<file path="src/rtl/front_panel_scan_pkg.sv">
// Shared types and constants for the front-panel LED matrix scanner.
package front_panel_pkg;

  typedef enum logic [1:0] {
    IDLE  = 2'd0,
    BLANK = 2'd1,
    DRIVE = 2'd2
  } state_e;

  localparam int NUM_ROWS = 5;
  localparam int NUM_COLS = 8;

  localparam logic [2:0] ROW_ADDR_LO = 3'd0;
  localparam logic [2:0] ROW_ADDR_HI = 3'd1;
  localparam logic [2:0] ROW_DATA    = 3'd2;
  localparam logic [2:0] ROW_STATUS  = 3'd3;
  localparam logic [2:0] ROW_CTRL    = 3'd4;

  // Column level that leaves every LED in a column dark.
  function automatic logic [NUM_COLS-1:0] col_off(input bit active_low);
    return active_low ? {NUM_COLS{1'b1}} : {NUM_COLS{1'b0}};
  endfunction

endpackage

</file>
<file path="src/rtl/front_panel_scan_if.sv">
// Monitor-byte inputs and LED-matrix outputs of the front-panel scanner.
interface front_panel_scan_if;

  logic [15:0]                         mon_addr;
  logic [7:0]                          mon_data;
  logic [7:0]                          mon_status;
  logic [7:0]                          mon_ctrl;
  logic [3:0]                          brightness;
  logic [front_panel_pkg::NUM_ROWS-1:0] led_row;
  logic [front_panel_pkg::NUM_COLS-1:0] led_col;
  logic                                frame_start;

  modport master (
    output mon_addr, mon_data, mon_status, mon_ctrl, brightness,
    input  led_row, led_col, frame_start
  );

  modport slave (
    input  mon_addr, mon_data, mon_status, mon_ctrl, brightness,
    output led_row, led_col, frame_start
  );

endinterface

</file>
<file path="src/rtl/front_panel_scan.sv">
// Row-multiplexed LED matrix driver: per-frame snapshot, blanking gap between
// rows and per-frame PWM brightness; all outputs come straight from flops.
module front_panel_scan
  import front_panel_pkg::*;
#(
  parameter int ROW_TICKS      = 4096,
  parameter int BLANK_TICKS    = 64,
  parameter bit COL_ACTIVE_LOW = 1'b1
) (
  input  logic               clk,
  input  logic               resetn,
  front_panel_scan_if.slave  bus
);

  localparam int MAXT = (ROW_TICKS > BLANK_TICKS) ? ROW_TICKS : BLANK_TICKS;
  localparam int CW   = $clog2(MAXT) + 1;

  localparam logic [CW-1:0]       ROW_LAST   = CW'(ROW_TICKS - 1);
  localparam logic [CW-1:0]       BLANK_LAST = CW'(BLANK_TICKS - 1);
  localparam logic [CW-1:0]       TICK_STEP  = CW'(ROW_TICKS / 16);
  localparam logic [NUM_COLS-1:0] COL_OFF    = col_off(COL_ACTIVE_LOW);

  state_e                state_q;
  logic [2:0]            row_q;
  logic [CW-1:0]         cnt_q;
  logic [39:0]           snap_q;
  logic [3:0]            duty_q;
  logic [NUM_ROWS-1:0]   led_row_q;
  logic [NUM_COLS-1:0]   led_col_q;
  logic                  frame_start_q;

  logic [39:0]           snap_d;
  logic [CW-1:0]         cnt_inc_d;
  logic [CW-1:0]         duty_ticks_d;
  logic [NUM_ROWS-1:0]   row_onehot_d;
  logic [NUM_COLS-1:0]   row_col_d;

  // (duty+1) sixteenths of the row window; duty=15 yields exactly ROW_TICKS.
  function automatic logic [CW-1:0] duty_ticks(input logic [3:0] d);
    return (CW'(d) + CW'(1)) * TICK_STEP;
  endfunction

  function automatic logic [7:0] sel_byte(input logic [39:0] s, input logic [2:0] r);
    case (r)
      ROW_ADDR_LO: return s[7:0];
      ROW_ADDR_HI: return s[15:8];
      ROW_DATA:    return s[23:16];
      ROW_STATUS:  return s[31:24];
      ROW_CTRL:    return s[39:32];
      default:     return 8'h00;
    endcase
  endfunction

  function automatic logic [NUM_COLS-1:0] drive_col(input logic [7:0] b);
    return COL_ACTIVE_LOW ? ~b : b;
  endfunction

  always_comb begin
    snap_d       = {bus.mon_ctrl, bus.mon_status, bus.mon_data, bus.mon_addr};
    cnt_inc_d    = cnt_q + CW'(1);
    duty_ticks_d = duty_ticks(duty_q);
    row_onehot_d = NUM_ROWS'(1) << row_q;
    row_col_d    = drive_col(sel_byte(snap_q, row_q));
  end

  always_ff @(posedge clk or negedge resetn) begin
    if (!resetn) begin
      state_q       <= IDLE;
      row_q         <= ROW_ADDR_LO;
      cnt_q         <= '0;
      snap_q        <= '0;
      duty_q        <= '0;
      led_row_q     <= '0;
      led_col_q     <= COL_OFF;
      frame_start_q <= 1'b0;
    end else begin
      frame_start_q <= 1'b0;
      case (state_q)
        IDLE: begin
          state_q       <= BLANK;
          row_q         <= ROW_ADDR_LO;
          cnt_q         <= '0;
          snap_q        <= snap_d;
          duty_q        <= bus.brightness;
          frame_start_q <= 1'b1;
          led_row_q     <= '0;
          led_col_q     <= COL_OFF;
        end
        BLANK: begin
          if (cnt_q == BLANK_LAST) begin
            // Duty is never below one tick, so the row always lights on entry.
            state_q   <= DRIVE;
            cnt_q     <= '0;
            led_row_q <= row_onehot_d;
            led_col_q <= row_col_d;
          end else begin
            cnt_q <= cnt_inc_d;
          end
        end
        DRIVE: begin
          if (cnt_q == ROW_LAST) begin
            state_q   <= BLANK;
            cnt_q     <= '0;
            led_row_q <= '0;
            led_col_q <= COL_OFF;
            if (row_q == ROW_CTRL) begin
              row_q         <= ROW_ADDR_LO;
              snap_q        <= snap_d;
              duty_q        <= bus.brightness;
              frame_start_q <= 1'b1;
            end else begin
              row_q <= row_q + 3'd1;
            end
          end else begin
            cnt_q <= cnt_inc_d;
            if (cnt_inc_d < duty_ticks_d) begin
              led_row_q <= row_onehot_d;
              led_col_q <= row_col_d;
            end else begin
              led_row_q <= '0;
              led_col_q <= COL_OFF;
            end
          end
        end
        default: begin
          state_q   <= IDLE;
          led_row_q <= '0;
          led_col_q <= COL_OFF;
        end
      endcase
    end
  end

  assign bus.led_row     = led_row_q;
  assign bus.led_col     = led_col_q;
  assign bus.frame_start = frame_start_q;

endmodule
</file>
<file path="src/flat_wrapper.sv">
// flat-port wrapper written by rule: the top's interface ports become plain ports
module front_panel_scan_flat import front_panel_pkg::*;
#(
  parameter int ROW_TICKS      = 4096,
  parameter int BLANK_TICKS    = 64,
  parameter bit COL_ACTIVE_LOW = 1'b1
)
  (clk, resetn, bus_mon_addr, bus_mon_data, bus_mon_status, bus_mon_ctrl, bus_brightness, bus_led_row, bus_led_col, bus_frame_start);
  front_panel_scan_if bus_i ();
  input  logic clk;
  input  logic resetn;
  input wire logic [$bits(bus_i.mon_addr)-1:0] bus_mon_addr;
  input wire logic [$bits(bus_i.mon_data)-1:0] bus_mon_data;
  input wire logic [$bits(bus_i.mon_status)-1:0] bus_mon_status;
  input wire logic [$bits(bus_i.mon_ctrl)-1:0] bus_mon_ctrl;
  input wire logic [$bits(bus_i.brightness)-1:0] bus_brightness;
  output wire logic [$bits(bus_i.led_row)-1:0] bus_led_row;
  output wire logic [$bits(bus_i.led_col)-1:0] bus_led_col;
  output wire logic [$bits(bus_i.frame_start)-1:0] bus_frame_start;
  assign bus_i.mon_addr = bus_mon_addr;
  assign bus_i.mon_data = bus_mon_data;
  assign bus_i.mon_status = bus_mon_status;
  assign bus_i.mon_ctrl = bus_mon_ctrl;
  assign bus_i.brightness = bus_brightness;
  assign bus_led_row = bus_i.led_row;
  assign bus_led_col = bus_i.led_col;
  assign bus_frame_start = bus_i.frame_start;
  front_panel_scan #(.ROW_TICKS(ROW_TICKS), .BLANK_TICKS(BLANK_TICKS), .COL_ACTIVE_LOW(COL_ACTIVE_LOW)) u_core (.clk(clk), .resetn(resetn), .bus(bus_i));
endmodule
</file>
<file path="config.mk">
export PLATFORM = sky130hd
export DESIGN_NAME = front_panel_scan_flat
export DESIGN_NICKNAME = d
export VERILOG_FILES = /design/src/rtl/front_panel_scan_pkg.sv /design/src/rtl/front_panel_scan_if.sv /design/src/rtl/front_panel_scan.sv /design/src/flat_wrapper.sv
export SDC_FILE = /design/constraint.sdc
export NUM_CORES = 1
export LEC_CHECK = 0
export ABC_AREA = 1
export BUFFER_PORTS_ARGS = -buffer_cell sky130_fd_sc_hd__clkbuf_2
export CORE_MARGIN = 2
export CORE_UTILIZATION = 35
export DETAILED_ROUTE_END_ITERATION = 12
export GPL_ROUTABILITY_DRIVEN = 1
export MAX_ROUTING_LAYER = met4
export SLEW_MARGIN = 40
export SYNTH_ARGS = -nofsm -noshare
export SYNTH_HDL_FRONTEND = slang
export SYNTH_SLANG_ARGS = --single-unit
</file>
<file path="constraint.sdc">
create_clock -name clk -period 3.2 [get_ports clk]
set_clock_uncertainty 0.05 [all_clocks]
set_input_delay 0.16 -clock clk [delete_from_list [all_inputs] [get_ports clk]]
set_output_delay 0.16 -clock clk [all_outputs]
set_load 0.005 [all_outputs]
</file>
Yosys cells after proc, flatten, opt, wreduce, memory -nomap -nowiden
Cells that the tools add are included.
{"block": "word_totals", "ff_bits": 76, "inputBits": 46, "output_inout_bits": 14, "elab_cells": 59}
{"block": "classes", "addsub": 3, "magnitude_cmp": 1, "eq_ne": 11, "shifts": 1, "n_mux": 27, "n_bitwise": 1, "reduce_logical": 7}
{"cell": "40-bit two-way mux", "count": 2}
{"cell": "40-bit one-hot mux with 2 select lines", "count": 1}
{"cell": "8-bit one-hot mux with 5 select lines", "count": 1}
{"cell": "13-bit one-hot mux with 3 select lines", "count": 1}
{"cell": "13-bit two-way mux", "count": 2}
{"cell": "8-bit two-way mux", "count": 3}
{"cell": "8-bit one-hot mux with 2 select lines", "count": 1}
{"cell": "5-bit two-way mux", "count": 3}
{"cell": "13-bit by 1-bit adder with 13-bit output, second input constant", "count": 1}
{"cell": "13-bit by 12-bit == test with 1-bit output, second input constant", "count": 1}
{"cell": "13-bit by 6-bit == test with 1-bit output, second input constant", "count": 1}
{"cell": "13-bit < comparator", "count": 1}
{"cell": "5-bit one-hot mux with 2 select lines", "count": 1}
{"cell": "4-bit two-way mux", "count": 2}
{"cell": "8-bit inverter", "count": 1}
{"cell": "4-bit one-hot mux with 2 select lines", "count": 1}
{"cell": "3-bit by 2-bit == test with 1-bit output, second input constant", "count": 2}
{"cell": "3-bit two-way mux", "count": 2}
{"cell": "2-bit by 1-bit inequality test with 1-bit output, second input constant", "count": 3}
{"cell": "2-bit one-hot mux with 3 select lines", "count": 1}
{"cell": "3-bit one-hot mux with 2 select lines", "count": 1}
{"cell": "4-bit by 1-bit adder with 5-bit output, second input constant", "count": 1}
{"cell": "1-bit by 3-bit << shifter with 5-bit output, first input constant", "count": 1}
{"cell": "2-bit two-way mux", "count": 2}
{"cell": "other kinds (13)", "count": 15}

Logic depth before layout (Yosys ltp)
Gate-level depths: netlist (run 1).
{"block": "logic_depth", "ltp_word": 6, "ltp_mapped": 16, "depth_no_buf": 16}

Worst setup path before layout (run 1)
No wires, ideal clock.
{"block": "synth_path", "path_type": "register to register", "startpoint": "reg u_core.cnt_q[0]", "endpoint": "reg u_core.led_row_q[3], in the netlist u_core.bus.led_row[3]", "setup_time_ps": 65, "t_arrival_ps": 2381, "required_time_ps": 3085, "setup_slack_ps": 704, "stages_incl_launch_ff": 16, "n_path_buf": 1, "period_less_slack_ps": 2496, "cell_sequence": "dfrtp_1 ha_1 nand2_2 nor2_4 nand3_1 nor2_2 nor2_1 inv_1 ha_1 a21oi_1 o21a_1 clkbuf_1 nand2_1 nand2_1 nand3_1 nand2_1"}
{"block": "synth_via", "elab_chain_len": 5, "elab_cells_between_ends": 8, "cone_classes": "add/sub (1); order compare (1); eq/ne (3); mux (3)"}
{"item": "from (decl)", "line": "front_panel_scan.sv:25", "source": "logic [CW-1:0] cnt_q;"}
{"item": "from (signal assigned)", "line": "front_panel_scan.sv:97", "source": "cnt_q <= cnt_inc_d;"}
{"item": "from (signal assigned)", "line": "front_panel_scan.sv:115", "source": "cnt_q <= cnt_inc_d;"}
{"item": "13-bit by 1-bit adder with 13-bit output", "line": "front_panel_scan.sv:60", "source": "cnt_inc_d = cnt_q + CW'(1);"}
{"item": "13-bit < comparator", "line": "front_panel_scan.sv:116", "source": "if (cnt_inc_d < duty_ticks_d) begin"}
{"item": "5-bit two-way mux", "line": "front_panel_scan.sv:116"}
{"item": "5-bit two-way mux", "line": "front_panel_scan.sv:101", "source": "if (cnt_q == ROW_LAST) begin"}
{"item": "5-bit one-hot mux with 2 select lines", "line": "front_panel_scan.sv:78", "source": "case (state_q)"}
{"item": "to (signal assigned)", "line": "front_panel_scan.sv:94", "source": "led_row_q <= row_onehot_d;"}
{"item": "to (signal assigned)", "line": "front_panel_scan.sv:117", "source": "led_row_q <= row_onehot_d;"}
{"item": "to (decl)", "line": "front_panel_scan.sv:28", "source": "logic [NUM_ROWS-1:0] led_row_q;"}
Several ways; a longest one is shown, not always the timed one.
A chain may end at the register's enable or synchronous reset.

Worst setup path after layout (run 1)
{"block": "layout_path", "startpoint": "reg u_core.cnt_q[0]", "endpoint": "reg u_core.led_row_q[2], in the netlist u_core.bus.led_row[2]"}
Same word-level chain as after synthesis.

==> report_table.html, run 1 <==
<table>
<tr><th>Metric</th><th>Value</th></tr>
<tr><th colspan="2">Run status</th></tr>
<tr><td>Run status</td><td>complete, no violations</td></tr>
<tr><th colspan="2">Logic synthesis</th></tr>
<tr><td>Dominant combinational cell family by area after synthesis</td><td>simple AND/OR/NAND/NOR gates</td></tr>
<tr><td>Simple-gate area share of the yosys netlist</td><td>roughly a quarter</td></tr>
<tr><td>Dominant register cell in the synthesized netlist</td><td>sky130_fd_sc_hd__dfrtp_1</td></tr>
<tr><td>Fraction of registers with async set/reset</td><td>100%</td></tr>
<tr><td>Post-synth EDFFs</td><td>0</td></tr>
<tr><td>Syn Std Cell Area</td><td>0.00407 mm^2</td></tr>
<tr><td>Adder-cell area share of the yosys netlist</td><td>just under 5%</td></tr>
<tr><td>Sequential element share of the synthesized area</td><td>46.9%</td></tr>
<tr><td>Total of warnings raised by yosys</td><td>0</td></tr>
<tr><td>Area fraction in compound gates after synthesis</td><td>11.9%</td></tr>
<tr><td>Multiplexer area fraction after synthesis</td><td>0%</td></tr>
<tr><td>Mean cell area of the mapped netlist</td><td>7.97 um^2</td></tr>
<tr><td>Post-synthesis net count</td><td>573</td></tr>
<tr><td>XOR/XNOR share of the synthesized area</td><td>1.29%</td></tr>
<tr><td>Number of cells produced by synthesis</td><td>roughly 510</td></tr>
<tr><td>Number of synthesized register bits</td><td>76</td></tr>
<tr><td>Unique cell type count in the Yosys netlist</td><td>32</td></tr>
<tr><th colspan="2">GRT</th></tr>
<tr><td>First-pass GRT wire length</td><td>16100 um</td></tr>
<tr><td>Busiest metal layer after global routing</td><td>met2</td></tr>
<tr><td>Initial antenna violation count</td><td>0</td></tr>
<tr><td>Leftover overflow at the end of global routing</td><td>0</td></tr>
<tr><td>M2 GR Usage</td><td>25.7%</td></tr>
<tr><td>GRT Resource Usage Total</td><td>16.3%</td></tr>
<tr><td>Global Route met3 Usage</td><td>3.27%</td></tr>
<tr><td>Number of global-route vias before repair</td><td>3365</td></tr>
<tr><td>Pin count of the biggest net entering global routing</td><td>89</td></tr>
<tr><td>GR Util met1</td><td>21.5%</td></tr>
<tr><th colspan="2">STA</th></tr>
<tr><td>Number of hold violations in the final report</td><td>0</td></tr>
<tr><td>Transition time at the pin with the least slew margin</td><td>between 700 and 800 ps</td></tr>
<tr><td>Final Max Tran Viols</td><td>0</td></tr>
<tr><td>Setup repair after global routing missed its margin</td><td>false</td></tr>
<tr><td>Setup_tns</td><td>0 ps</td></tr>
<tr><td>Time the final worst path needs with I/O delays and setup</td><td>2750 ps</td></tr>
<tr><td>Count of final setup violators</td><td>0</td></tr>
<tr><td>Fmax</td><td>364 MHz</td></tr>
<tr><td>Final period utilization</td><td>between 80% and 90%</td></tr>
<tr><td>Relative slew slack</td><td>approximately 53%</td></tr>
<tr><th colspan="2">Clocking</th></tr>
<tr><td>Clock Sinks</td><td>76</td></tr>
<tr><td>Maximum count of clock buffers along a single path</td><td>2</td></tr>
<tr><td>H-tree levels</td><td>3</td></tr>
<tr><td>CTS tree</td><td>built</td></tr>
<tr><td>Post-CTS clock slew at the launch and capture registers of the worst setup and hold paths</td><td>60 ps</td></tr>
<tr><td># hold bufs at CTS</td><td>14</td></tr>
<tr><td>CTS Root Cell</td><td>sky130_fd_sc_hd__clkbuf_16</td></tr>
<tr><td>Setup Fix Bufs, Post-CTS</td><td>0</td></tr>
<tr><td>Worst-Skew Late Latency</td><td>330 ps</td></tr>
<tr><td>PostCTS Resize Cnt</td><td>0</td></tr>
<tr><td>Number of buffers inserted during clock tree synthesis</td><td>9</td></tr>
<tr><th colspan="2">Power</th></tr>
<tr><td>LEAKAGE</td><td>2.56 nW</td></tr>
<tr><td>Total chip power</td><td>2.10 mW</td></tr>
<tr><td>Largest voltage drop on the vdd net</td><td>301 uV</td></tr>
<tr><td>Comb power frac</td><td>6.0%</td></tr>
<tr><td>Total power density per cell area</td><td>about 430 mW/mm^2</td></tr>
<tr><td>Part of the total power dissipated in sequential elements</td><td>approximately 48%</td></tr>
<tr><td>Switching share of power</td><td>between 20% and 30%</td></tr>
<tr><td>Internal power</td><td>1.59 mW</td></tr>
<tr><td>Psw</td><td>between 500 and 600 uW</td></tr>
<tr><td>Proportion of power drawn by the clock network</td><td>between 40% and 50%</td></tr>
<tr><th colspan="2">Setup path</th></tr>
<tr><td>Crit path capture type</td><td>flop</td></tr>
<tr><td>Cell class contributing the biggest share of worst-path delay</td><td>simple AND/OR/NAND/NOR gates</td></tr>
<tr><td>Setup Crit Path Kind</td><td>flop to flop</td></tr>
<tr><td>Highest-delay cell along the critical path</td><td>sky130_fd_sc_hd__dfrtp_1</td></tr>
<tr><td>Most numerous cell on the critical path</td><td>sky130_fd_sc_hd__nand2_1</td></tr>
<tr><td>WP depth</td><td>14</td></tr>
<tr><td>Path depth of the worst reg2reg path</td><td>14</td></tr>
<tr><td>Setup crit start</td><td>u_core.cnt_q[0]</td></tr>
<tr><td>Max FO, Critical Path</td><td>10</td></tr>
<tr><td>CP arrival</td><td>approximately 3000 ps</td></tr>
<tr><td>Stage delay of the slowest cell on the critical path</td><td>390 ps</td></tr>
<tr><td>Kind of start point of the critical path</td><td>flop</td></tr>
<tr><td>Launching point of the worst reg2reg path</td><td>u_core.cnt_q[0]</td></tr>
<tr><td>Critical path buffer and inverter count</td><td>1</td></tr>
<tr><td>CP Cell Sequence</td><td>ha_1 &gt; nand2_2 &gt; nor2_4 &gt; nand3_1 &gt; nor2_2 &gt; nor2_1 &gt; inv_1 &gt; ha_1 &gt; a21oi_1 &gt; o21a_1 &gt; nand2_1 &gt; nand2_1 &gt; nand3b_1 &gt; nand2_1</td></tr>
<tr><td>Required time reported for the critical path endpoint</td><td>approximately 3400 ps</td></tr>
<tr><th colspan="2">Route</th></tr>
<tr><td>Total iterations of the first detailed-routing run</td><td>4</td></tr>
<tr><td>Total Routed Length</td><td>9280 um</td></tr>
<tr><td>Initial drt markers</td><td>248</td></tr>
<tr><td>DR vias</td><td>around 3400</td></tr>
<tr><td>Number of DRC violations after detailed routing</td><td>0</td></tr>
<tr><td>Vias per cell</td><td>about 4.7</td></tr>
<tr><td>Detail-routed net length per standard cell</td><td>approximately 13 um</td></tr>
<tr><td>ANT nets after route</td><td>0</td></tr>
<tr><th colspan="2">Die</th></tr>
<tr><td>Die area</td><td>0.0125 mm^2</td></tr>
<tr><td>Count of boundary I/O pins</td><td>60</td></tr>
<tr><td>Row count</td><td>39</td></tr>
<tr><td>Floorplan Core Area</td><td>0.0114 mm^2</td></tr>
<tr><td>Die W</td><td>112 um</td></tr>
<tr><td>Starting density of the core</td><td>35.8%</td></tr>
<tr><td>Die Span Y</td><td>112 um</td></tr>
<tr><th colspan="2">Hold path</th></tr>
<tr><td>Path type of the worst min-delay path</td><td>primary input to flop</td></tr>
<tr><td>Hold path cells</td><td>3</td></tr>
<tr><td>Launch point of the worst hold path</td><td>bus_mon_addr[4]</td></tr>
<tr><th colspan="2">Place</th></tr>
<tr><td>Weighted congestion at the end of routability-driven global placement</td><td>0.818</td></tr>
<tr><td>Number of port buffers</td><td>~60</td></tr>
<tr><td>Final HPWL DP</td><td>6640 um</td></tr>
<tr><th colspan="2">Layout</th></tr>
<tr><td>Layout cells sized above 1</td><td>18.3%</td></tr>
<tr><td>Area growth, synth to finish</td><td>20.3%</td></tr>
<tr><td>Final net count</td><td>641</td></tr>
<tr><td>Number of antenna cells inserted</td><td>0</td></tr>
<tr><td>FILL cells</td><td>between 1000 and 1500</td></tr>
<tr><th colspan="2">Flow run</th></tr>
<tr><td>Count of maximum capacitance violations</td><td>0</td></tr>
</table>
[cell usage after synthesis (2+ instances only)]
cell / count / area (um^2)
sky130_fd_sc_hd__a21oi_1: 14 / 70.1
sky130_fd_sc_hd__a21oi_2: 8 / 70.1
sky130_fd_sc_hd__buf_2: 4 / 20.0
sky130_fd_sc_hd__buf_6: 3 / 33.8
sky130_fd_sc_hd__clkbuf_1: 10 / 37.5
sky130_fd_sc_hd__dfrtp_1: 68 / 1700
sky130_fd_sc_hd__dfstp_2: 8 / 210
sky130_fd_sc_hd__ha_1: 16 / 200
sky130_fd_sc_hd__inv_1: 74 / 278
sky130_fd_sc_hd__nand2_1: 102 / 383
sky130_fd_sc_hd__nand2_2: 5 / 31.3
sky130_fd_sc_hd__nand3_1: 54 / 270
sky130_fd_sc_hd__nand3b_1: 3 / 22.5
sky130_fd_sc_hd__nand4_1: 2 / 12.5
sky130_fd_sc_hd__nor2_1: 51 / 191
sky130_fd_sc_hd__nor2_2: 2 / 12.5
sky130_fd_sc_hd__nor2_4: 3 / 33.8
sky130_fd_sc_hd__nor3_1: 9 / 45.0
sky130_fd_sc_hd__o21ai_0: 45 / 225
sky130_fd_sc_hd__o21ai_1: 10 / 50.1
sky130_fd_sc_hd__o22ai_1: 5 / 31.3
sky130_fd_sc_hd__xor2_1: 5 / 43.8
[power by group through the flow]
stage               Clock (mW)  Sequential [mW]  Combinational, mW
global route              1.03             1.01              0.149
floorplan                    0             1.02             0.0571
finish                   0.970             1.01              0.127
CTS                      0.990             1.01              0.130
global placement             0             1.02              0.113
detailed placement           0             1.02              0.116
[path summary, 6_finish.rpt]
check / end / slack, ps
setup / recovery: u_core.bus.led_row[2] / 450
hold / removal: u_core.snap_q[4] / 5
setup reg to reg: u_core.bus.led_row[2] / 450
hold reg to reg: u_core.snap_q[30] / 440
max in group asynchronous: u_core.snap_q[20] / 2250
min in group asynchronous: u_core.cnt_q[5] / 370
[sequential cells by signal (all words and copies together) (netlist names)]
register                cells
u_core.bus.led_col          8
u_core.bus.led_row          5
u_core.duty_q               4
u_core.bus.frame_start      1
u_core.cnt_q               13
u_core.row_q                3
u_core.state_q              2
u_core.snap_q              40
[worst reg2reg max path: cells and delay by family (launching register included)]
family / cells / cell delay (ps)
and+or+nand+nor: 9 / 1250
AOI/OAI and AO/OA: 2 / 460
adders and majority gates: 2 / 450
DFF: 1 / 390
buffers and inverters: 1 / 70
[cells by family (layout without fill, tap and decap cells)]
family / Yosys count / count (layout)
AND/OR/NAND/NOR: 234 / 234
buffers and inverters: 94 / 167
AO/OA/AOI/OAI: 85 / 85
flip-flops: 76 / 76
adder cells (fa/ha/maj): 16 / 16
XOR/XNOR: 6 / 6
[per-layer routing]
metal	share of wire (%)	vias to the layer above
li1	-	1769
met1	47	1585
met5	0	-
met2	48	73
met4	1.5	0
met3	4.0	11
[per-stage QoR]
stage | instance area, um^2 | worst slack [ps] | utilization (%) | hold slack (ps) | instances
after detailed placement | 4470 | 479 | 39.3 | 192 | 697
after CTS | 4900 | 452 | 43.1 | 1.11 | 727
after floorplan | 4070 | 704 | - | -186 | 511
after global placement | 4470 | 559 | 39.3 | 331 | 697
after global routing | 4900 | 173 | 43.1 | 12.7 | 727
final | 4900 | 454 | 43.1 | 4.73 | 727
[layout make-up]
class | count | area (um^2) | area share [%]
clock buffer | 9 | 225 | 4.60
clock inverter | 7 | 58.8 | 1.20
inverter | 75 | 282 | 5.74
multi-input combinational | 341 | 1780 | 36.3
sequential | 76 | 1910 | 39.0
tap | 143 | 179 | 3.65
timing repair buffer | 76 | 468 | 9.55
[cells in the final DEF (no fill, tap or decap), types with 3 or more instances in the layout]
master	instances
sky130_fd_sc_hd__nand2_1	102
sky130_fd_sc_hd__inv_1	74
sky130_fd_sc_hd__dfrtp_1	68
sky130_fd_sc_hd__clkbuf_2	58
sky130_fd_sc_hd__nand3_1	54
sky130_fd_sc_hd__nor2_1	51
sky130_fd_sc_hd__o21ai_0	45
sky130_fd_sc_hd__ha_1	16
sky130_fd_sc_hd__a21oi_1	14
sky130_fd_sc_hd__dlygate4sd3_1	14
sky130_fd_sc_hd__o21ai_1	10
sky130_fd_sc_hd__nor3_1	9
sky130_fd_sc_hd__clkbuf_16	9
sky130_fd_sc_hd__a21oi_2	8
sky130_fd_sc_hd__dfstp_2	8
sky130_fd_sc_hd__nand2_2	5
sky130_fd_sc_hd__xor2_1	5
sky130_fd_sc_hd__o22ai_1	5
sky130_fd_sc_hd__nor2_4	3
sky130_fd_sc_hd__nand3b_1	3
sky130_fd_sc_hd__inv_6	3
No activity file was read; power rests on OpenSTA's default activity.
==> run 2, diff against run 1 <==
--- a/config.mk
+++ b/config.mk
@@ -8,10 +8,11 @@
 export ABC_AREA = 1
 export BUFFER_PORTS_ARGS = -buffer_cell sky130_fd_sc_hd__clkbuf_2
 export CORE_MARGIN = 2
-export CORE_UTILIZATION = 35
+export CORE_UTILIZATION = 45
 export DETAILED_ROUTE_END_ITERATION = 12
 export GPL_ROUTABILITY_DRIVEN = 1
 export MAX_ROUTING_LAYER = met4
+export PLACE_DENSITY = 0.65
 export SLEW_MARGIN = 40
 export SYNTH_ARGS = -nofsm -noshare
 export SYNTH_HDL_FRONTEND = slang
==> run 2 against run 1 <==
  * Utilization is 15 points higher
  * Hold slack better by 8.5 ps
  * Via count increased by 3.4%
  * First-iteration DRC count is 32% lower
  * Critical endpoint is now u_core.bus.led_row[3]
  * Largest cell class unchanged
==> report_table.html, run 2 (synthesis gave the netlist of run 1 again) <==
<table>
<tr><th>Metric</th><th>Value</th></tr>
<tr><th colspan="2">GRT</th></tr>
<tr><td>GRT Resource Usage Total</td><td>20.6% (was 16.3%)</td></tr>
<tr><td>Initial antenna violation count</td><td>0 (unchanged)</td></tr>
<tr><td>First-pass GRT wire length</td><td>15700 um (was 16100 um)</td></tr>
<tr><td>M2 GR Usage</td><td>31.2% (was 25.7%)</td></tr>
<tr><td>Global Route met3 Usage</td><td>3.94% (was 3.27%)</td></tr>
<tr><td>Leftover overflow at the end of global routing</td><td>0 (unchanged)</td></tr>
<tr><td>Number of global-route vias before repair</td><td>3373 (was 3365)</td></tr>
<tr><td>GR Util met1</td><td>27.7% (was 21.5%)</td></tr>
<tr><td>Busiest metal layer after global routing</td><td>met2 (unchanged)</td></tr>
<tr><td>Pin count of the biggest net entering global routing</td><td>89 (unchanged)</td></tr>
<tr><th colspan="2">Layout</th></tr>
<tr><td>Most frequent cells in the layout</td><td>sky130_fd_sc_hd__nand2_1, sky130_fd_sc_hd__inv_1, sky130_fd_sc_hd__dfrtp_1 (unchanged)</td></tr>
<tr><td>Area growth, synth to finish</td><td>24.7% (was 20.3%)</td></tr>
<tr><td>Number of antenna cells inserted</td><td>0 (unchanged)</td></tr>
<tr><td>Biggest register</td><td>u_core.snap_q (unchanged)</td></tr>
<tr><td>FILL cells</td><td>798 (was 1144)</td></tr>
<tr><td>Layout cells sized above 1</td><td>17.3% (was 18.3%)</td></tr>
<tr><td>Most common library cell in the layout ignoring fill and taps</td><td>sky130_fd_sc_hd__nand2_1 (unchanged)</td></tr>
<tr><td>Final net count</td><td>669 (was 641)</td></tr>
<tr><td>Area occupied by registers</td><td>0.00191 mm^2 (unchanged)</td></tr>
<tr><td>Cell area after layout</td><td>0.00508 mm^2 (was 0.00490 mm^2)</td></tr>
<tr><td>Flip-flop count of the largest register, all copies and words added</td><td>40 (unchanged)</td></tr>
<tr><td>Count of non-filler cells in the finished layout</td><td>720 (was 727)</td></tr>
<tr><td>Area used by multi-input combinational logic</td><td>0.00178 mm^2 (unchanged)</td></tr>
<tr><th colspan="2">Die</th></tr>
<tr><td>Row count</td><td>34 (was 39)</td></tr>
<tr><td>Die area</td><td>0.00983 mm^2 (was 0.0125 mm^2)</td></tr>
<tr><td>Die W</td><td>99.1 um (was 112 um)</td></tr>
<tr><td>Die Span Y</td><td>99.1 um (was 112 um)</td></tr>
<tr><td>Floorplan Core Area</td><td>0.00876 mm^2 (was 0.0114 mm^2)</td></tr>
<tr><td>Count of boundary I/O pins</td><td>60 (unchanged)</td></tr>
<tr><td>Starting density of the core</td><td>46.5% (was 35.8%)</td></tr>
<tr><th colspan="2">Place</th></tr>
<tr><td>Weighted congestion at the end of routability-driven global placement</td><td>0.832 (was 0.818)</td></tr>
<tr><td>Number of port buffers</td><td>59 (unchanged)</td></tr>
<tr><td>Placed instance area</td><td>0.00444 mm^2 (was 0.00447 mm^2)</td></tr>
<tr><td>Post-place setup slack</td><td>562 ps (was 479 ps)</td></tr>
<tr><td>Final HPWL DP</td><td>6310 um (was 6640 um)</td></tr>
<tr><td>Placed insts</td><td>662 (was 697)</td></tr>
<tr><th colspan="2">Setup path</th></tr>
<tr><td>Most numerous cell on the critical path</td><td>sky130_fd_sc_hd__nand2_1 (unchanged)</td></tr>
<tr><td>Critical path buffer and inverter count</td><td>2 (was 1)</td></tr>
<tr><td>Cell class contributing the biggest share of worst-path delay</td><td>simple AND/OR/NAND/NOR gates (unchanged)</td></tr>
<tr><td>Setup Crit Path Kind</td><td>flop to flop (unchanged)</td></tr>
<tr><td>Highest-delay cell along the critical path</td><td>sky130_fd_sc_hd__dfrtp_1 (unchanged)</td></tr>
<tr><td>Crit path capture type</td><td>flop (unchanged)</td></tr>
<tr><td>Max FO, Critical Path</td><td>10 (unchanged)</td></tr>
<tr><td>CP arrival</td><td>2920 ps (was 2970 ps)</td></tr>
<tr><td>CP Cell Sequence</td><td>ha_1 &gt; nand2_2 &gt; nor2_4 &gt; nand3_1 &gt; nor2_2 &gt; buf_4 &gt; nor2_1 &gt; inv_1 &gt; ha_1 &gt; a21oi_1 &gt; o21a_1 &gt; nand2_1 &gt; nand2_1 &gt; nand3_1 &gt; nand2_1 (was ha_1 &gt; nand2_2 &gt; nor2_4 &gt; nand3_1 &gt; nor2_2 &gt; nor2_1 &gt; inv_1 &gt; ha_1 &gt; a21oi_1 &gt; o21a_1 &gt; nand2_1 &gt; nand2_1 &gt; nand3b_1 &gt; nand2_1)</td></tr>
<tr><td>Stage delay of the slowest cell on the critical path</td><td>390 ps (about the same)</td></tr>
<tr><td>Kind of start point of the critical path</td><td>flop (unchanged)</td></tr>
<tr><td>Required time reported for the critical path endpoint</td><td>3440 ps (was 3420 ps)</td></tr>
<tr><th colspan="2">STA</th></tr>
<tr><td>Setup repair after global routing missed its margin</td><td>false (unchanged)</td></tr>
<tr><td>Count of final setup violators</td><td>0 (unchanged)</td></tr>
<tr><td>Number of hold violations in the final report</td><td>0 (unchanged)</td></tr>
<tr><td>Fmax</td><td>374 MHz (was 364 MHz)</td></tr>
<tr><td>Final critical-path setup slack</td><td>527 ps (was 454 ps)</td></tr>
<tr><td>Final Max Tran Viols</td><td>0 (unchanged)</td></tr>
<tr><td>Relative slew slack</td><td>53.8% (was 53.3%)</td></tr>
<tr><td>Final period utilization</td><td>83.5% (was 85.8%)</td></tr>
<tr><td>Time the final worst path needs with I/O delays and setup</td><td>2670 ps (was 2750 ps)</td></tr>
<tr><td>Setup_tns</td><td>0 ps (unchanged)</td></tr>
<tr><td>Transition time at the pin with the least slew margin</td><td>694 ps (was 700 ps)</td></tr>
<tr><th colspan="2">Route</th></tr>
<tr><td>Total Routed Length</td><td>9380 um (was 9280 um)</td></tr>
<tr><td>Initial drt markers</td><td>168 (was 248)</td></tr>
<tr><td>Detail-routed net length per standard cell</td><td>13.0 um (was 12.8 um)</td></tr>
<tr><td>DR vias</td><td>3555 (was 3438)</td></tr>
<tr><td>Total iterations of the first detailed-routing run</td><td>4 (unchanged)</td></tr>
<tr><td>Vias per cell</td><td>4.94 (was 4.73)</td></tr>
<tr><td>ANT nets after route</td><td>0 (unchanged)</td></tr>
<tr><td>Number of DRC violations after detailed routing</td><td>0 (unchanged)</td></tr>
<tr><th colspan="2">Clocking</th></tr>
<tr><td>Post-CTS clock slew at the launch and capture registers of the worst setup and hold paths</td><td>80 ps (was 60 ps)</td></tr>
<tr><td>Worst-Skew Late Latency</td><td>350 ps (was 330 ps)</td></tr>
<tr><td>Clock Sinks</td><td>76 (unchanged)</td></tr>
<tr><td>Maximum count of clock buffers along a single path</td><td>2 (unchanged)</td></tr>
<tr><td>CTS Root Cell</td><td>sky130_fd_sc_hd__clkbuf_8 (was sky130_fd_sc_hd__clkbuf_16)</td></tr>
<tr><td>Number of buffers inserted during clock tree synthesis</td><td>9 (unchanged)</td></tr>
<tr><td>CTS tree</td><td>built (unchanged)</td></tr>
<tr><td>H-tree levels</td><td>3 (unchanged)</td></tr>
<tr><th colspan="2">Run status</th></tr>
<tr><td>Run status</td><td>complete, no violations (unchanged)</td></tr>
<tr><th colspan="2">Hold path</th></tr>
<tr><td>Path type of the worst min-delay path</td><td>primary input to flop (unchanged)</td></tr>
<tr><th colspan="2">Power</th></tr>
<tr><td>Largest voltage drop on the vdd net</td><td>207 uV (was 301 uV)</td></tr>
<tr><td>Total chip power</td><td>1.96 mW (was 2.10 mW)</td></tr>
<tr><td>LEAKAGE</td><td>2.65 nW (was 2.56 nW)</td></tr>
<tr><td>Total power density per cell area</td><td>387 mW/mm^2 (was 429 mW/mm^2)</td></tr>
<tr><th colspan="2">Flow run</th></tr>
<tr><td>Count of maximum capacitance violations</td><td>0 (unchanged)</td></tr>
</table>
==> run 2: cell types whose count changed in the layout (fill, tap and decap cells not counted) <==
cell                            before  now
sky130_fd_sc_hd__buf_6               2    1
sky130_fd_sc_hd__inv_6               3    0
sky130_fd_sc_hd__buf_12              0    1
sky130_fd_sc_hd__clkinvlp_4          1    2
sky130_fd_sc_hd__dlygate4sd3_1      14   42
sky130_fd_sc_hd__clkbuf_1            0    1
sky130_fd_sc_hd__bufinv_16           0    2
sky130_fd_sc_hd__inv_8               1    0
sky130_fd_sc_hd__clkbuf_16           9    0
sky130_fd_sc_hd__clkbuf_8            0    9
==> run 2: path summary, 6_finish.rpt <==
kind / from / end / slack [ps] / cells past startpoint
min: bus_mon_addr[12] / u_core.snap_q[12] / 10 / 3
max reg2reg: u_core.cnt_q[0] / u_core.bus.led_row[3] / 530 / 15
max: u_core.cnt_q[0] / u_core.bus.led_row[3] / 530 / 15
min reg2reg: u_core.snap_q[33] / u_core.snap_q[33] / 440 / 2
max in group asynchronous: resetn / u_core.cnt_q[12] / 2270 / 2
min in group asynchronous: resetn / u_core.duty_q[3] / 330 / 2
==> run 2: worst min-delay path, stage by stage <==
cell and delay [ps]:
sky130_fd_sc_hd__clkbuf_2 80, sky130_fd_sc_hd__inv_1 40, sky130_fd_sc_hd__o21ai_0 90
==> run 2: routing by layer <==
| layer | up-vias | part of all wire (%) |
|---|---|---|
| li1 | 1824 | - |
| met1 | 1653 | 47 |
| met2 | 63 | 48 |
| met3 | 15 | 3.4 |
| met4 | 0 | 2.1 |
| met5 | - | 0 |
==> run 2: final cells by class <==
| type | instances | share of cell area [%] |
|---|---|---|
| flip-flops and latches | 76 | 37.6 |
| multi-input cells | 341 | 35.0 |
| repair buffers | 104 | 14.9 |
| inverters | 75 | 5.54 |
| well taps | 108 | 2.66 |
| clock buffers | 10 | 2.51 |
| clock inverters | 6 | 1.75 |
==> run 2: through the flow <==
step | hold WS [ps] | util (%)
global route | 5.85 | 58.0
floorplan | -186 | -
detailed placement | 187 | 50.7
finish | 13.2 | 58.0
CTS | 1.46 | 58.0
global placement | 319 | 50.6
==> run 2: report_power, final <==
group          internal, mW  total [mW]  switching (mW)
Combinational        0.0834       0.156          0.0723
Clock                 0.439       0.804           0.365
Sequential            0.988        1.00          0.0163
Total                  1.51        1.96           0.454
==> run 2: what timing repair did <==
item                                   CTS  global route
hold buffers                            42             0
gates resized for setup                  0             0
endpoints found under the hold margin  109             0
buffers inserted                         0             0
==> run 3, diff against run 2 <==
--- a/config.mk
+++ b/config.mk
@@ -12,7 +12,7 @@
 export DETAILED_ROUTE_END_ITERATION = 12
 export GPL_ROUTABILITY_DRIVEN = 1
 export MAX_ROUTING_LAYER = met4
-export PLACE_DENSITY = 0.65
+export PLACE_DENSITY = 0.68
 export SLEW_MARGIN = 40
 export SYNTH_ARGS = -nofsm -noshare
 export SYNTH_HDL_FRONTEND = slang
==> constraint.sdc (replaced) <==
create_clock -name clk -period 2.4 [get_ports clk]
set_clock_uncertainty 0.05 [all_clocks]
set_input_delay 0.12 -clock clk [delete_from_list [all_inputs] [get_ports clk]]
set_output_delay 0.12 -clock clk [all_outputs]
set_load 0.005 [all_outputs]
==> run 3 against run 2 <==
  * The flow now finishes with violations (setup timing)
  * Sequential share of layout area is 1.9 points lower
  * Worst setup slack worse by 530 ps
  * Die area unchanged
  * Global-route usage increased by 0.89 points
  * Power increased by 37%
  * First-iteration DRC count shrank 33%
  * Combinational power rose by 45%
  * Sequential cell count is the same
  * Hold slack improved by 250 ps
  * Via count is 3.2% higher
  * Non-clock buffer count increased by 16
  * Critical path type unchanged
  * Largest cell class unchanged
  * Highest routed layer unchanged
==> report_table.html, run 3 (synthesis gave the netlist of run 1 again) <==
<table>
<tr><th>Metric</th><th>Value</th></tr>
<tr><th colspan="2">Setup path</th></tr>
<tr><td>Launching point of the worst reg2reg path</td><td>u_core.cnt_q[1] (was u_core.cnt_q[0])</td></tr>
<tr><td>Cell class contributing the biggest share of worst-path delay</td><td>simple AND/OR/NAND/NOR gates (unchanged)</td></tr>
<tr><td>CP arrival</td><td>2650 ps (was 2920 ps)</td></tr>
<tr><td>Critical path buffer and inverter count</td><td>2 (unchanged)</td></tr>
<tr><td>Max FO, Critical Path</td><td>8 (was 10)</td></tr>
<tr><td>Required time reported for the critical path endpoint</td><td>2640 ps (was 3440 ps)</td></tr>
<tr><td>Setup Crit Path Kind</td><td>flop to flop (unchanged)</td></tr>
<tr><td>Highest-delay cell along the critical path</td><td>sky130_fd_sc_hd__dfrtp_1 (unchanged)</td></tr>
<tr><td>Stage delay of the slowest cell on the critical path</td><td>390 ps (about the same)</td></tr>
<tr><td>Worst setup path endpoint</td><td>u_core.bus.led_col[4] (was u_core.bus.led_row[3])</td></tr>
<tr><td>Setup crit start</td><td>u_core.cnt_q[1] (was u_core.cnt_q[0])</td></tr>
<tr><td>WP depth</td><td>14 (was 15)</td></tr>
<tr><td>Path depth of the worst reg2reg path</td><td>14 (was 15)</td></tr>
<tr><td>Crit path capture type</td><td>flop (unchanged)</td></tr>
<tr><td>Kind of start point of the critical path</td><td>flop (unchanged)</td></tr>
<tr><td>Register-to-register path setup slack</td><td>-4 ps (was 530 ps)</td></tr>
<tr><td>Capturing point of the worst reg2reg path</td><td>u_core.bus.led_col[4] (was u_core.bus.led_row[3])</td></tr>
<tr><td>CP Cell Sequence</td><td>ha_2 &gt; nand2_2 &gt; nor2_4 &gt; nand2_2 &gt; nor2_2 &gt; xor2_1 &gt; inv_1 &gt; ha_4 &gt; a21oi_2 &gt; o21a_1 &gt; buf_6 &gt; nand3_1 &gt; nand2_1 &gt; a21oi_2 (was ha_1 &gt; nand2_2 &gt; nor2_4 &gt; nand3_1 &gt; nor2_2 &gt; buf_4 &gt; nor2_1 &gt; inv_1 &gt; ha_1 &gt; a21oi_1 &gt; o21a_1 &gt; nand2_1 &gt; nand2_1 &gt; nand3_1 &gt; nand2_1)</td></tr>
<tr><th colspan="2">STA</th></tr>
<tr><td>Number of hold violations in the final report</td><td>0 (unchanged)</td></tr>
<tr><td>Fmax</td><td>416 MHz (was 374 MHz)</td></tr>
<tr><td>Hold WS</td><td>267 ps (was 13.2 ps)</td></tr>
<tr><td>Setup repair after global routing missed its margin</td><td>true (was false)</td></tr>
<tr><td>Transition time at the pin with the least slew margin</td><td>668 ps (was 694 ps)</td></tr>
<tr><td>Count of final setup violators</td><td>2 (was 0)</td></tr>
<tr><td>Relative slew slack</td><td>55.5% (was 53.8%)</td></tr>
<tr><td>Final Max Tran Viols</td><td>0 (unchanged)</td></tr>
<tr><td>Setup_tns</td><td>-6.80 ps (was 0 ps)</td></tr>
<tr><td>Time the final worst path needs with I/O delays and setup</td><td>2400 ps (was 2670 ps)</td></tr>
<tr><td>Final critical-path setup slack</td><td>-3.80 ps (was 527 ps)</td></tr>
<tr><td>Final period utilization</td><td>100% (was 83.5%)</td></tr>
<tr><th colspan="2">Route</th></tr>
<tr><td>Vias per cell</td><td>4.99 (was 4.94)</td></tr>
<tr><td>Number of DRC violations after detailed routing</td><td>0 (unchanged)</td></tr>
<tr><td>Total iterations of the first detailed-routing run</td><td>4 (unchanged)</td></tr>
<tr><td>Detail-routed net length per standard cell</td><td>13.3 um (was 13.0 um)</td></tr>
<tr><td>Total Routed Length</td><td>9810 um (was 9380 um)</td></tr>
<tr><td>Initial drt markers</td><td>113 (was 168)</td></tr>
<tr><td>ANT nets after route</td><td>0 (unchanged)</td></tr>
<tr><td>DR vias</td><td>3670 (was 3555)</td></tr>
<tr><th colspan="2">GRT</th></tr>
<tr><td>Leftover overflow at the end of global routing</td><td>0 (unchanged)</td></tr>
<tr><td>First-pass GRT wire length</td><td>16500 um (was 15700 um)</td></tr>
<tr><td>GRT Resource Usage Total</td><td>21.5% (was 20.6%)</td></tr>
<tr><td>Initial antenna violation count</td><td>0 (unchanged)</td></tr>
<tr><td>Pin count of the biggest net entering global routing</td><td>89 (unchanged)</td></tr>
<tr><td>Number of global-route vias before repair</td><td>3612 (was 3373)</td></tr>
<tr><th colspan="2">Layout</th></tr>
<tr><td>Area growth, synth to finish</td><td>31.2% (was 24.7%)</td></tr>
<tr><td>Most common library cell in the layout ignoring fill and taps</td><td>sky130_fd_sc_hd__nand2_1 (unchanged)</td></tr>
<tr><td>Final net count</td><td>685 (was 669)</td></tr>
<tr><td>Layout cells sized above 1</td><td>22.6% (was 17.3%)</td></tr>
<tr><td>Number of antenna cells inserted</td><td>0 (unchanged)</td></tr>
<tr><td>Biggest register</td><td>u_core.snap_q (unchanged)</td></tr>
<tr><td>Cell area after layout</td><td>0.00535 mm^2 (was 0.00508 mm^2)</td></tr>
<tr><td>Most frequent cells in the layout</td><td>sky130_fd_sc_hd__nand2_1, sky130_fd_sc_hd__inv_1, sky130_fd_sc_hd__dfrtp_1 (unchanged)</td></tr>
<tr><td>Flip-flop count of the largest register, all copies and words added</td><td>40 (unchanged)</td></tr>
<tr><td>Count of non-filler cells in the finished layout</td><td>736 (was 720)</td></tr>
<tr><th colspan="2">Die</th></tr>
<tr><td>Row count</td><td>34 (unchanged)</td></tr>
<tr><td>Count of boundary I/O pins</td><td>60 (unchanged)</td></tr>
<tr><td>Floorplan Core Area</td><td>0.00876 mm^2 (unchanged)</td></tr>
<tr><td>Die area</td><td>0.00983 mm^2 (unchanged)</td></tr>
<tr><td>Starting density of the core</td><td>46.5% (unchanged)</td></tr>
<tr><td>Die Span Y</td><td>99.1 um (unchanged)</td></tr>
<tr><td>Die W</td><td>99.1 um (unchanged)</td></tr>
<tr><th colspan="2">Power</th></tr>
<tr><td>Largest voltage drop on the vdd net</td><td>357 uV (was 207 uV)</td></tr>
<tr><td>LEAKAGE</td><td>2.77 nW (was 2.65 nW)</td></tr>
<tr><td>Total power density per cell area</td><td>505 mW/mm^2 (was 387 mW/mm^2)</td></tr>
<tr><th colspan="2">Place</th></tr>
<tr><td>Placed instance area</td><td>0.00456 mm^2 (was 0.00444 mm^2)</td></tr>
<tr><td>Weighted congestion at the end of routability-driven global placement</td><td>0.813 (was 0.832)</td></tr>
<tr><td>Number of port buffers</td><td>59 (unchanged)</td></tr>
<tr><td>Placed insts</td><td>674 (was 662)</td></tr>
<tr><td>Final HPWL DP</td><td>6590 um (was 6310 um)</td></tr>
<tr><th colspan="2">Clocking</th></tr>
<tr><td>CTS Root Cell</td><td>sky130_fd_sc_hd__clkbuf_8 (unchanged)</td></tr>
<tr><td>Maximum count of clock buffers along a single path</td><td>2 (unchanged)</td></tr>
<tr><td>Clock Sinks</td><td>76 (unchanged)</td></tr>
<tr><td>Post-CTS clock slew at the launch and capture registers of the worst setup and hold paths</td><td>90 ps (was 80 ps)</td></tr>
<tr><td>H-tree levels</td><td>3 (unchanged)</td></tr>
<tr><td>CTS tree</td><td>built (unchanged)</td></tr>
<tr><td>Worst-Skew Late Latency</td><td>360 ps (was 350 ps)</td></tr>
<tr><td>Number of buffers inserted during clock tree synthesis</td><td>9 (unchanged)</td></tr>
<tr><th colspan="2">Flow run</th></tr>
<tr><td>Count of maximum capacitance violations</td><td>0 (unchanged)</td></tr>
<tr><th colspan="2">Hold path</th></tr>
<tr><td>Path type of the worst min-delay path</td><td>primary input to asynchronous set/reset pin (was primary input to flop)</td></tr>
<tr><th colspan="2">Run status</th></tr>
<tr><td>Failing checks</td><td>setup timing</td></tr>
<tr><td>Run status</td><td>finished with violations (was complete, no violations)</td></tr>
</table>
[run 3: worst min-delay path by stage]
stage	to	slack, ps	cells past startpoint
2_1_floorplan	u_core.bus.frame_start	-230	0
3_3_place_gp	u_core.cnt_q[6]	140	1
3_5_place_dp	u_core.cnt_q[6]	150	1
4_1_cts	u_core.cnt_q[6]	300	2
5_1_grt	u_core.cnt_q[6]	340	2
6_report	u_core.cnt_q[7]	270	2
[run 3: where the power goes]
part	internal, mW	total (mW)	switching [mW]
logic	0.123	0.226	0.103
registers	1.32	1.34	0.0214
clock network	0.625	1.13	0.510
[run 3: layer usage]
layer,vias up,routed length [um],share of wire (%),GRT usage [%]
met5,-,0,0,-
li1,1851,-,-,-
met3,18,345,3.5,3.23
met4,0,242,2.5,9.06
met2,81,4730,48,33.5
met1,1720,4490,46,28.2
[run 3: stage by stage]
step	util (%)	power, mW	setup slack [ps]
3_5_place_dp	52.0	1.53	21.1
2_1_floorplan	-	1.43	47.8
4_1_cts	59.9	2.72	13.8
3_3_place_gp	52.0	1.52	96.9
5_1_grt	61.0	2.80	-162
6_report	61.0	2.70	-3.80
[run 3: repair_timing]
action	in CTS	in global routing
resized for setup	1	22
pin swaps	0	7
setup buffers	1	0
setup endpoints to repair	13	13
endpoints found under the hold margin	72	0
hold buffers	45	0
[run 3: final cells by class]
class | instances | area (um^2)
multi-input combinational | 341 | 1880
inverter | 75 | 282
fill | 768 | 3420
timing repair buffer | 120 | 907
clock buffer | 10 | 138
clock inverter | 6 | 95.1
sequential | 76 | 1910
tap | 108 | 135
